===== src/rtl/serial_add_arbiter.sv =====
// serial_add_arbiter: bit-serial WIDTH-bit adder shared by two requesters via round-robin arbitration
// Ports: clk, rst_n (async active-low); req0/a0/b0/cin0 and req1/a1/b1/cin1 request inputs;
// gnt0/gnt1 combinational accept pulses; busy (not idle); sum/cout/done_id result of the last
// completed add; done one-cycle pulse when the result updates.
module serial_add_arbiter #(
  parameter int WIDTH = 8
) (
  input  logic             clk,
  input  logic             rst_n,
  input  logic             req0,
  input  logic [WIDTH-1:0] a0,
  input  logic [WIDTH-1:0] b0,
  input  logic             cin0,
  input  logic             req1,
  input  logic [WIDTH-1:0] a1,
  input  logic [WIDTH-1:0] b1,
  input  logic             cin1,
  output logic             gnt0,
  output logic             gnt1,
  output logic             busy,
  output logic [WIDTH-1:0] sum,
  output logic             cout,
  output logic             done,
  output logic             done_id
);
  localparam int CW = 6;
  typedef enum logic [1:0] {IDLE, RUN, DONE} state_t;
  state_t           state;
  logic [WIDTH-1:0] a_sh, b_sh, res;
  logic [CW-1:0]    cnt;
  logic             carry, owner, last_id;
  logic             any, win, s, c_nx;
  // With both requesting, the one that did not win last time gets the engine.
  always_comb begin
    any  = req0 | req1;
    win  = (req0 & req1) ? ~last_id : req1;
    s    = a_sh[0] ^ b_sh[0] ^ carry;
    c_nx = (a_sh[0] & b_sh[0]) | ((a_sh[0] ^ b_sh[0]) & carry);
  end
  // rst_n gates the grants so nothing is accepted while reset is held.
  assign gnt0 = rst_n && state == IDLE && any && !win;
  assign gnt1 = rst_n && state == IDLE && win;
  assign busy = state != IDLE;
  assign done = state == DONE;
  always_ff @(posedge clk or negedge rst_n) begin
    if (!rst_n) begin
      state   <= IDLE;
      a_sh    <= '0;
      b_sh    <= '0;
      res     <= '0;
      cnt     <= '0;
      carry   <= 1'b0;
      owner   <= 1'b0;
      last_id <= 1'b1;
      sum     <= '0;
      cout    <= 1'b0;
      done_id <= 1'b0;
    end else begin
      case (state)
        IDLE: if (any) begin
          a_sh    <= win ? a1 : a0;
          b_sh    <= win ? b1 : b0;
          carry   <= win ? cin1 : cin0;
          owner   <= win;
          last_id <= win;
          cnt     <= '0;
          state   <= RUN;
        end
        RUN: begin
          a_sh  <= a_sh >> 1;
          b_sh  <= b_sh >> 1;
          res   <= {s, res[WIDTH-1:1]};
          carry <= c_nx;
          cnt   <= cnt + 1'b1;
          if (cnt == CW'(WIDTH - 1)) begin
            state   <= DONE;
            sum     <= {s, res[WIDTH-1:1]};
            cout    <= c_nx;
            done_id <= owner;
          end
        end
        DONE:    state <= IDLE;
        default: state <= IDLE;
      endcase
    end
  end
endmodule

===== config.mk =====
export PLATFORM = sky130hd
export DESIGN_NAME = serial_add_arbiter
export DESIGN_NICKNAME = d
export VERILOG_FILES = /design/src/rtl/serial_add_arbiter.sv
export SDC_FILE = /design/constraint.sdc
export NUM_CORES = 1
export LEC_CHECK = 0
export BUFFER_PORTS_ARGS = -buffer_cell sky130_fd_sc_hd__buf_2
export CORE_MARGIN = 1.5
export CORE_UTILIZATION = 45
export DETAILED_ROUTE_END_ITERATION = 6
export HOLD_SLACK_MARGIN = 0.02
export PLACE_DENSITY = 0.77
export SYNTH_ARGS = -nofsm -noshare
export SYNTH_HDL_FRONTEND = slang
export SYNTH_SLANG_ARGS = --single-unit

===== constraint.sdc =====
create_clock -name clk -period 2.9 [get_ports clk]
set_clock_uncertainty 0.1 [all_clocks]
set_input_delay 0.29 -clock clk [delete_from_list [all_inputs] [get_ports clk]]
set_output_delay 0.29 -clock clk [all_outputs]
set_load 0.02 [all_outputs]

==> impl_metrics.csv, run 1 <==
group,metric,value,unit
synthesis,yosys_warnings,0,
synthesis,synth_ff_type,"dfrtp_1",
sta,fmax,0.437,GHz
clock_network,clockBufferDepth,2,
global_routing,grt_max_degree,45,
synthesis,ys_seq_area_frac,0.548,
synthesis,synthArstFlopShare,1.00,
synthesis,syn_area_per_cell,10.3,um^2
synthesis,synth_nets,236,
clock_network,cts_tree,"built",
final_layout,design_area,2400,um^2
worst_hold_path,hp-class,"input pin to asynchronous set/reset pin",
sta,worst_slack,614,ps
clock_network,clock_latency,310,ps
place,gp_congestion,0.746,
floorplanning,fp-row-count,24,
run_status,status,"finished, final reports clean",
worst_setup_path,cp_cell_sequence,"nor2_1 -> o21ai_1 -> nor2_1 -> and2_1 -> buf_2",
sta,setup_viol,0,
final_layout,antenna_cells,0,
clock_network,hold_buffers,0,
clock_network,cts_resized,0,
final_layout,nets,285,
place,dpl_cell_area,2290,um^2
sta,hold_viol_final,0,
drt,dr.pass1.iters,5,
sta,setup_tns,0,ps
power,power,2.36,mW
floorplanning,die_y,69.9,um
floorplanning,die_width,69.9,um
global_routing,grt.total_usage,0.186,
synthesis,synth_seq_cells,44,
sta,finalCritPeriodShare,0.788,
worst_setup_path,r2r_slack,890,ps
place,place_ws,903,ps
worst_setup_path,r2r_cells,5,
global_routing,antenna_found_initial,0,
floorplanning,floorplan.initialDensity,0.466,
clock_network,post_cts_buffers,0,
drt,vias_per_cell,5.24,
drt,drc,0,
synthesis,syn_inst,196,
worst_setup_path,path_common_cell,"nor2_1",
sta,finalCriticalPeriod,2290,ps
worst_setup_path,crit_arrival,1900,ps
worst_setup_path,cp.required,2510,ps
worst_setup_path,slowest_delay,420,ps
drt,finalWirelength,4.18,mm
sta,rsz0062_at_grt,"no",
synthesis,synthTopCellsByArea,"dfrtp_1 (53%), nand2_1 (11%), a221o_1 (8.0%), mux2_2 (5.0%), a21oi_1 (4.0%)",
worst_setup_path,r2r_end,"sum[5]",
worst_setup_path,reg2reg_from,"cnt[0]",
worst_setup_path,critical-path-top-delay-family,"simple AND/OR/NAND/NOR gates",
floorplanning,die-area,4880,um^2
drt,vias,1561,
floorplanning,core,4320,um^2
place,numPortBuffers,51,
clock_network,clk_pin_slew,90,ps
worst_setup_path,cp-end-kind,"output pin",
drt,drtIter0Drc,70,
clock_network,cts_made_buffers,5,
drt,ant_nets,0,
clock_network,clock-sinks,44,
job,cap_violations,0,
synthesis,synth_area,2010,um^2
sta,worst_pin_slew,593,ps
power,p_leak,1.23,nW
final_layout,syn2layout_area_growth,19.3,%
worst_setup_path,cpMaxStageDelayCell,"dfrtp_1",
worst_setup_path,start_kind,"register",
synthesis,synth_edf_count,0,
drt,wl_per_cell,14.0,um
worst_setup_path,path_buf_inv,1,
clock_network,root_buffer,"clkbuf_8",
global_routing,grt_pass1_wl,7.17,mm
sta,slew_violations,0,
place,hpwl,2.94,mm
sta,relSlewSlack,0.605,
global_routing,overflow,0,
synthesis,synth_top_cell_area_share,0.534,
power,max-vdd-ir-drop,321,uV
worst_setup_path,crit_fanout,7,
synthesis,synth_cell_types,32,
final_layout,fillerInstances,377,
power,power_density,980,nW/um^2
clock_network,h-tree-depth,2,
final_layout,drive_gt1_frac,0.301,
worst_setup_path,critPathKind,"register to output pin",
floorplanning,io_pins,52,
synthesis,yosys.area.top_type,"dfrtp_1",
global_routing,grt_pass1_vias,1463,
==> cells in the final DEF, fill, tap and decap left out, types with 4 or more instances in the layout <==
cell       n
nand2_1   58
nor2_1     8
clkbuf_8   5
a221o_1   16
mux2_2     9
buf_2     51
dfrtp_1   43
xor2_1     4
a21oi_1   16
==> how the worst max path moves through the flow <==
stage,endpoint,from,cells after the start
2_1_floorplan,gnt0,state[0],5
3_3_place_gp,sum[4],cnt[0],5
3_5_place_dp,cout,cnt[0],5
4_1_cts,gnt0,state[0],5
5_1_grt,gnt0,state[0],5
6_report,gnt0,state[0],5
==> cell usage after synthesis (2+ instances only) <==
master / count
nand2_1: 58
dfrtp_1: 43
a21oi_1: 16
a221o_1: 16
mux2_2: 9
nor2_1: 8
buf_2: 4
clkbuf_1: 4
xor2_1: 4
and3_1: 3
buf_4: 3
o21ai_0: 3
and2_1: 2
nand2b_1: 2
nand3_1: 2
nand4_1: 2
nor2b_1: 2
==> logic make-up after synthesis <==
kind of cell,Yosys count,share of synthesized area
muxes,10,0.0559
xor gates and xnor gates,4,0.0174
buffers and inverters,13,0.0360
and+or+nand+nor,82,0.171
AOI/OAI and AO/OA,41,0.156
adders and majority gates,2,0.0162
DFF,44,0.548
==> area by class of cell <==
type | count | area, um^2 | share of cell area
clock buffers | 5 | 68.8 | 0.0286
clock inverters | 3 | 46.3 | 0.0193
inverters | 1 | 3.75 | 0.00156
multi-input cells | 139 | 838 | 0.349
flip-flops and latches | 44 | 1100 | 0.459
well taps | 52 | 65.1 | 0.0271
repair buffers | 54 | 278 | 0.116
==> through the flow <==
stage                     hold WS (ps)  std cells  utilization
final                             25.2        298        0.556
after floorplan                   -106        196            -
after global routing              75.3        298        0.556
after CTS                         45.0        298        0.556
after global placement             356        290        0.529
after detailed placement           385        290        0.529
==> power breakdown <==
part / switching (mW) / leakage, nW / internal [mW]
Sequential: 0.173 / 0.565 / 0.869
Combinational: 0.476 / 0.609 / 0.360
Clock: 0.218 / 0.0548 / 0.259
==> sequential cells by signal, indices dropped and copies added (netlist names), 2 cells and up <==
register / count
res: 7
a_sh: 8
state: 2
sum: 8
cnt: 6
b_sh: 8
==> worst reg2reg max path: cells and delay by family (launching register included) <==
family,cells,cell delay [ps]
flops,1,390
mux,1,400
simple gates,3,800
fa+ha+maj,1,200
==> per-layer routing <==
| metal | routed length [um] | GRT usage |
|---|---|---|
| met3 | 182 | 0.0303 |
| met2 | 1950 | 0.274 |
| met4 | 90 | 0.0833 |
| met5 | 0 | 0 |
| met1 | 1950 | 0.273 |
(Power assumes the default switching activity.)
==> run 2: changes to the inputs <==
--- a/config.mk
+++ b/config.mk
@@ -10,7 +10,7 @@
 export CORE_UTILIZATION = 45
 export DETAILED_ROUTE_END_ITERATION = 6
 export HOLD_SLACK_MARGIN = 0.02
-export PLACE_DENSITY = 0.77
+export PLACE_DENSITY = 0.79
 export SYNTH_ARGS = -nofsm -noshare
 export SYNTH_HDL_FRONTEND = slang
 export SYNTH_SLANG_ARGS = --single-unit
==> constraint.sdc (replaced) <==
create_clock -name clk -period 2.1 [get_ports clk]
set_clock_uncertainty 0.1 [all_clocks]
set_input_delay 0.21 -clock clk [delete_from_list [all_inputs] [get_ports clk]]
set_output_delay 0.21 -clock clk [all_outputs]
set_load 0.02 [all_outputs]
==> run 2 against run 1 <==
Compared with the run above:
- via count rose by 3.3%
- core utilization barely moved
- first-iteration DRC count rose by 43%
- flip-flop and latch count did not move
- combinational power rose by 40%
- power rose by 33%
- global-route usage rose by 0.45 points
- critical path depth fell by 1
- die area did not move
- critical path type unchanged
- largest power group unchanged
- highest routed layer unchanged
==> impl_metrics.csv, run 2 (synthesis gave the netlist of run 1 again) <==
group,metric,value,unit
power,power_density,1300,nW/um^2
sta,rsz0062_at_grt,"no",
floorplanning,fp-row-count,24,
clock_network,root_buffer,"clkbuf_8",
global_routing,grt_pass1_vias,1585,
clock_network,cts_made_buffers,5,
floorplanning,io_pins,52,
sta,relSlewSlack,0.624,
place,gp_congestion,0.743,
drt,wl_per_cell,13.9,um
clock_network,h-tree-depth,2,
drt,drc,0,
place,numPortBuffers,51,
drt,ant_nets,0,
worst_setup_path,cp.required,1790,ps
worst_setup_path,r2r_end,"sum[6]",
clock_network,clockBufferDepth,2,
power,p_leak,1.23,nW
global_routing,antenna_found_initial,0,
worst_setup_path,cpMaxStageDelayCell,"a21boi_4",
final_layout,antenna_cells,0,
worst_setup_path,start_kind,"register",
sta,fmax,0.530,GHz
floorplanning,die_width,69.9,um
worst_setup_path,r2r_slack,290,ps
global_routing,grt.total_usage,0.191,
job,cap_violations,0,
worst_setup_path,r2r_cells,6,
sta,finalCriticalPeriod,1890,ps
sta,setup_viol,0,
run_status,status,"finished, final reports clean",
final_layout,largestRegisters,"a_sh (8), b_sh (8), sum (8)",
clock_network,clk_pin_slew,80,ps
worst_setup_path,crit_fanout,19,
global_routing,grt_pass1_wl,7.27,mm
worst_setup_path,critPathKind,"register to output pin",
drt,dr.pass1.iters,4,
worst_setup_path,cp-startpoint,"last_id",
sta,finalCritPeriodShare,0.899,
final_layout,layout_commonest_cell,"nand2_1",
clock_network,cts_resized,0,
global_routing,grt_max_degree,45,
drt,vias,1612,
worst_setup_path,cp-end-kind,"output pin",
power,max-vdd-ir-drop,481,uV
global_routing,overflow,0,
sta,worst_pin_slew,565,ps
power,power,3.12,mW
floorplanning,floorplan.initialDensity,0.466,
floorplanning,die-area,4880,um^2
worst_setup_path,endpoint,"gnt0",
sta,setup_tns,0,ps
worst_hold_path,hp-class,"input pin to register",
floorplanning,core,4320,um^2
clock_network,post_cts_buffers,0,
clock_network,hold_buffers,1,
place,hpwl,2.92,mm
final_layout,syn2layout_area_growth,19.3,%
final_layout,drive_gt1_frac,0.300,
clock_network,cts_tree,"built",
drt,vias_per_cell,5.34,
worst_setup_path,cp_cell_sequence,"a21boi_4 -> nor2_1 -> and2_1 -> buf_2",
worst_setup_path,slowest_delay,430,ps
final_layout,nets,289,
worst_setup_path,reg2reg_from,"cnt[0]",
worst_setup_path,crit_arrival,1580,ps
sta,hold_viol_final,0,
final_layout,mostFrequentLayoutCells,"nand2_1 (58), buf_2 (51), dfrtp_1 (43)",
clock_network,clock-sinks,44,
floorplanning,die_y,69.9,um
clock_network,clock_latency,300,ps
sta,slew_violations,0,
final_layout,post-route-util,0.555,
drt,finalWirelength,4.21,mm
worst_hold_path,min_path_cells,2,
drt,drtIter0Drc,100,
[run 2: critical path, delay by kind of cell (launching register included)]
kind                   cells  cell delay, ps
buffers and inverters      1             150
AND/OR/NAND/NOR            2             300
flip-flops                 1             400
AO/OA/AOI/OAI              1             430
[run 2: area by class of cell]
class / count / area [um^2]
Fill cell: 389 / 1920
Sequential cell: 44 / 1100
Multi-Input combinational cell: 139 / 838
Timing Repair Buffer: 58 / 310
Clock buffer: 7 / 76.3
Tap cell: 52 / 65.1
Clock inverter: 1 / 5.00
Inverter: 1 / 3.75
[run 2: metrics by stage]
step	hold WS, ps	area, um^2	instances	setup WS, ps
floorplan	-186	2010	196	445
global placement	312	2310	293	386
detailed placement	312	2310	293	305
CTS	36.9	2400	302	203
global route	53.6	2400	302	84.7
finish	40.6	2400	302	212
[run 2: worst min-delay path by stage]
stage | start | endpoint
final | b0[7] | b_sh[7]
after global routing | b0[7] | b_sh[7]
after CTS | b0[7] | b_sh[7]
after detailed placement | rst_n | sum[6]
after global placement | rst_n | sum[2]
after floorplan | rst_n | a_sh[0]
[run 2: metal layers]
metal | global-route usage | vias to the layer above | share of wire
met5 | 0 | - | 0
met4 | 0.0940 | 0 | 0.018
met3 | 0.0462 | 7 | 0.064
met2 | 0.307 | 59 | 0.47
met1 | 0.242 | 762 | 0.45
li1 | - | 784 | -
[run 2: report_power, final]
part	switching, mW	internal [mW]	total, mW
registers	0.239	1.20	1.44
logic	0.658	0.515	1.17
clock network	0.276	0.234	0.510
total	1.17	1.95	3.12
==> run 3: changes to the inputs <==
--- a/config.mk
+++ b/config.mk
@@ -6,11 +6,14 @@
 export NUM_CORES = 1
 export LEC_CHECK = 0
 export BUFFER_PORTS_ARGS = -buffer_cell sky130_fd_sc_hd__buf_2
+export CELL_PAD_IN_SITES_DETAIL_PLACEMENT = 1
+export CELL_PAD_IN_SITES_GLOBAL_PLACEMENT = 1
 export CORE_MARGIN = 1.5
-export CORE_UTILIZATION = 45
+export CORE_UTILIZATION = 36
 export DETAILED_ROUTE_END_ITERATION = 6
 export HOLD_SLACK_MARGIN = 0.02
-export PLACE_DENSITY = 0.79
+export PLACE_DENSITY = 0.82
+export RECOVER_POWER = 100
 export SYNTH_ARGS = -nofsm -noshare
 export SYNTH_HDL_FRONTEND = slang
 export SYNTH_SLANG_ARGS = --single-unit
==> run 3 against run 2 <==
Compared with the run above:
- final cell count rose by 6.6%
- worst hold slack improved by 8.0 ps
- clock power rose by 26%
- maximum frequency shrank 1.6%
- routed wire length up 15%
- design area increased by 0.99%
- die area rose by 24%
- clock-buffer cell count fell by 1
- register-to-register slack about the same
- via count is 1.6% higher
- largest power group unchanged
- highest routed layer unchanged
==> impl_metrics.csv, run 3 (synthesis gave the netlist of run 1 again) <==
group,metric,value,unit
worst_setup_path,crit_arrival,1610,ps
final_layout,syn2layout_area_growth,20.4,%
sta,setup_viol,0,
global_routing,grt_pass1_vias,1742,
worst_setup_path,cp.required,1790,ps
final_layout,instances_no_fill,322,
worst_setup_path,path_buf_inv,2,
power,power_density,1350,nW/um^2
final_layout,drive_gt1_frac,0.244,
sta,hold_viol_final,0,
worst_setup_path,path_common_cell,"clkbuf_1",
place,dp.cells,313,
drt,finalWirelength,4.86,mm
final_layout,nets,289,
job,cap_violations,0,
final_layout,layout_commonest_cell,"nand2_1",
final_layout,largestRegisters,"a_sh (8), b_sh (8), sum (8)",
worst_setup_path,cp-end-kind,"output pin",
place,numPortBuffers,51,
worst_setup_path,critical-path-top-delay-family,"buffers and inverters",
drt,drtIter0Drc,60,
sta,fmax,0.521,GHz
sta,setup_tns,0,ps
place,dpl_cell_area,2340,um^2
sta,finalCritPeriodShare,0.913,
global_routing,grtUsageMet1,0.220,
run_status,status,"finished, final reports clean",
floorplanning,io_pins,52,
final_layout,design_area,2420,um^2
final_layout,mostFrequentLayoutCells,"nand2_1 (58), dfrtp_1 (43), buf_2 (38)",
drt,drc,0,
place,gp_congestion,0.819,
power,p_leak,1.19,nW
global_routing,overflow,0,
floorplanning,die-area,6050,um^2
worst_setup_path,critPathKind,"register to output pin",
clock_network,cts_tree,"built",
floorplanning,fp-row-count,27,
drt,wl_per_cell,15.1,um
global_routing,grt_most_used_layer,"met2",
worst_setup_path,cpMaxStageDelayCell,"dfrtp_1",
worst_setup_path,crit_fanout,6,
global_routing,grt.total_usage,0.178,
sta,finalCriticalPeriod,1920,ps
drt,vias_per_cell,5.08,
global_routing,met2_usage,0.303,
clock_network,clock-sinks,44,
global_routing,grt_pass1_wl,8.38,mm
place,hpwl,3.49,mm
sta,worst_slack,182,ps
drt,ant_nets,0,
sta,worst_pin_slew,744,ps
clock_network,clock_latency,300,ps
global_routing,met3_usage,0.0388,
clock_network,h-tree-depth,2,
sta,hold_ws,48.6,ps
power,power,3.26,mW
drt,dr.pass1.iters,4,
clock_network,root_buffer,"clkbuf_8",
clock_network,clockBufferDepth,2,
sta,slew_violations,0,
worst_setup_path,start_kind,"register",
place,place_ws,296,ps
floorplanning,die_y,77.8,um
sta,rsz0062_at_grt,"no",
worst_hold_path,hp-class,"input pin to register",
global_routing,grt_max_degree,32,
final_layout,antenna_cells,0,
final_layout,post-route-util,0.446,
drt,vias,1637,
floorplanning,floorplan.initialDensity,0.370,
final_layout,fillerInstances,669,
worst_setup_path,cp_cell_sequence,"nor2_1 -> clkbuf_1 -> and3_1 -> clkbuf_1",
clock_network,cts_made_buffers,5,
clock_network,clk_pin_slew,80,ps
floorplanning,die_width,77.8,um
clock_network,post_cts_buffers,0,
worst_setup_path,slowest_delay,440,ps
global_routing,antenna_found_initial,0,
floorplanning,core,5440,um^2
sta,relSlewSlack,0.504,
power,max-vdd-ir-drop,416,uV
==> run 3: worst reg2reg max path, cell delays in order, from the launching register on <==
cell     delay [ps]
dfrtp_1         390
ha_1            210
nand2_1          70
nor4_1          210
and2_0          170
buf_4           190
mux2_2          360
==> run 3: final cells by class <==
type,count,area (um^2),share of cell area
Sequential cell,44,1100,0.455
Clock buffer,6,72.6,0.0299
Clock inverter,2,35.0,0.0144
Timing Repair Buffer,58,280,0.116
Tap cell,72,90.1,0.0372
Multi-Input combinational cell,139,841,0.347
Inverter,1,3.75,0.00155
==> run 3: timing repair <==
item | 4_1_cts | 5_1_grt
endpoints found under the hold margin | 13 | 0
hold buffers | 1 | 0
resized for setup | 0 | 0
==> run 3: report_power, final <==
group | switching [mW] | total (mW) | leakage (nW) | internal (mW)
Clock | 0.289 | 0.642 | 0.0552 | 0.353
Sequential | 0.251 | 1.45 | 0.565 | 1.20
Combinational | 0.695 | 1.17 | 0.570 | 0.474
Total | 1.24 | 3.26 | 1.19 | 2.03
==> run 3: final timing paths <==
check / startpoint / endpoint / slack (ps) / cells after the start
setup / recovery: state[0] / gnt1 / 180 / 4
hold / removal: b0[7] / b_sh[7] / 50 / 2
setup reg to reg: cnt[0] / sum[3] / 300 / 6
hold reg to reg: res[1] / res[1] / 390 / 2
max in group asynchronous: rst_n / cnt[0] / 620 / 3
min in group asynchronous: rst_n / b_sh[6] / 250 / 2
==> run 3: metal layers <==
| metal | share of wire | wire, um |
|---|---|---|
| met1 | 0.44 | 2140 |
| met2 | 0.51 | 2470 |
| met3 | 0.038 | 184 |
| met4 | 0.014 | 66 |
| met5 | 0 | 0 |
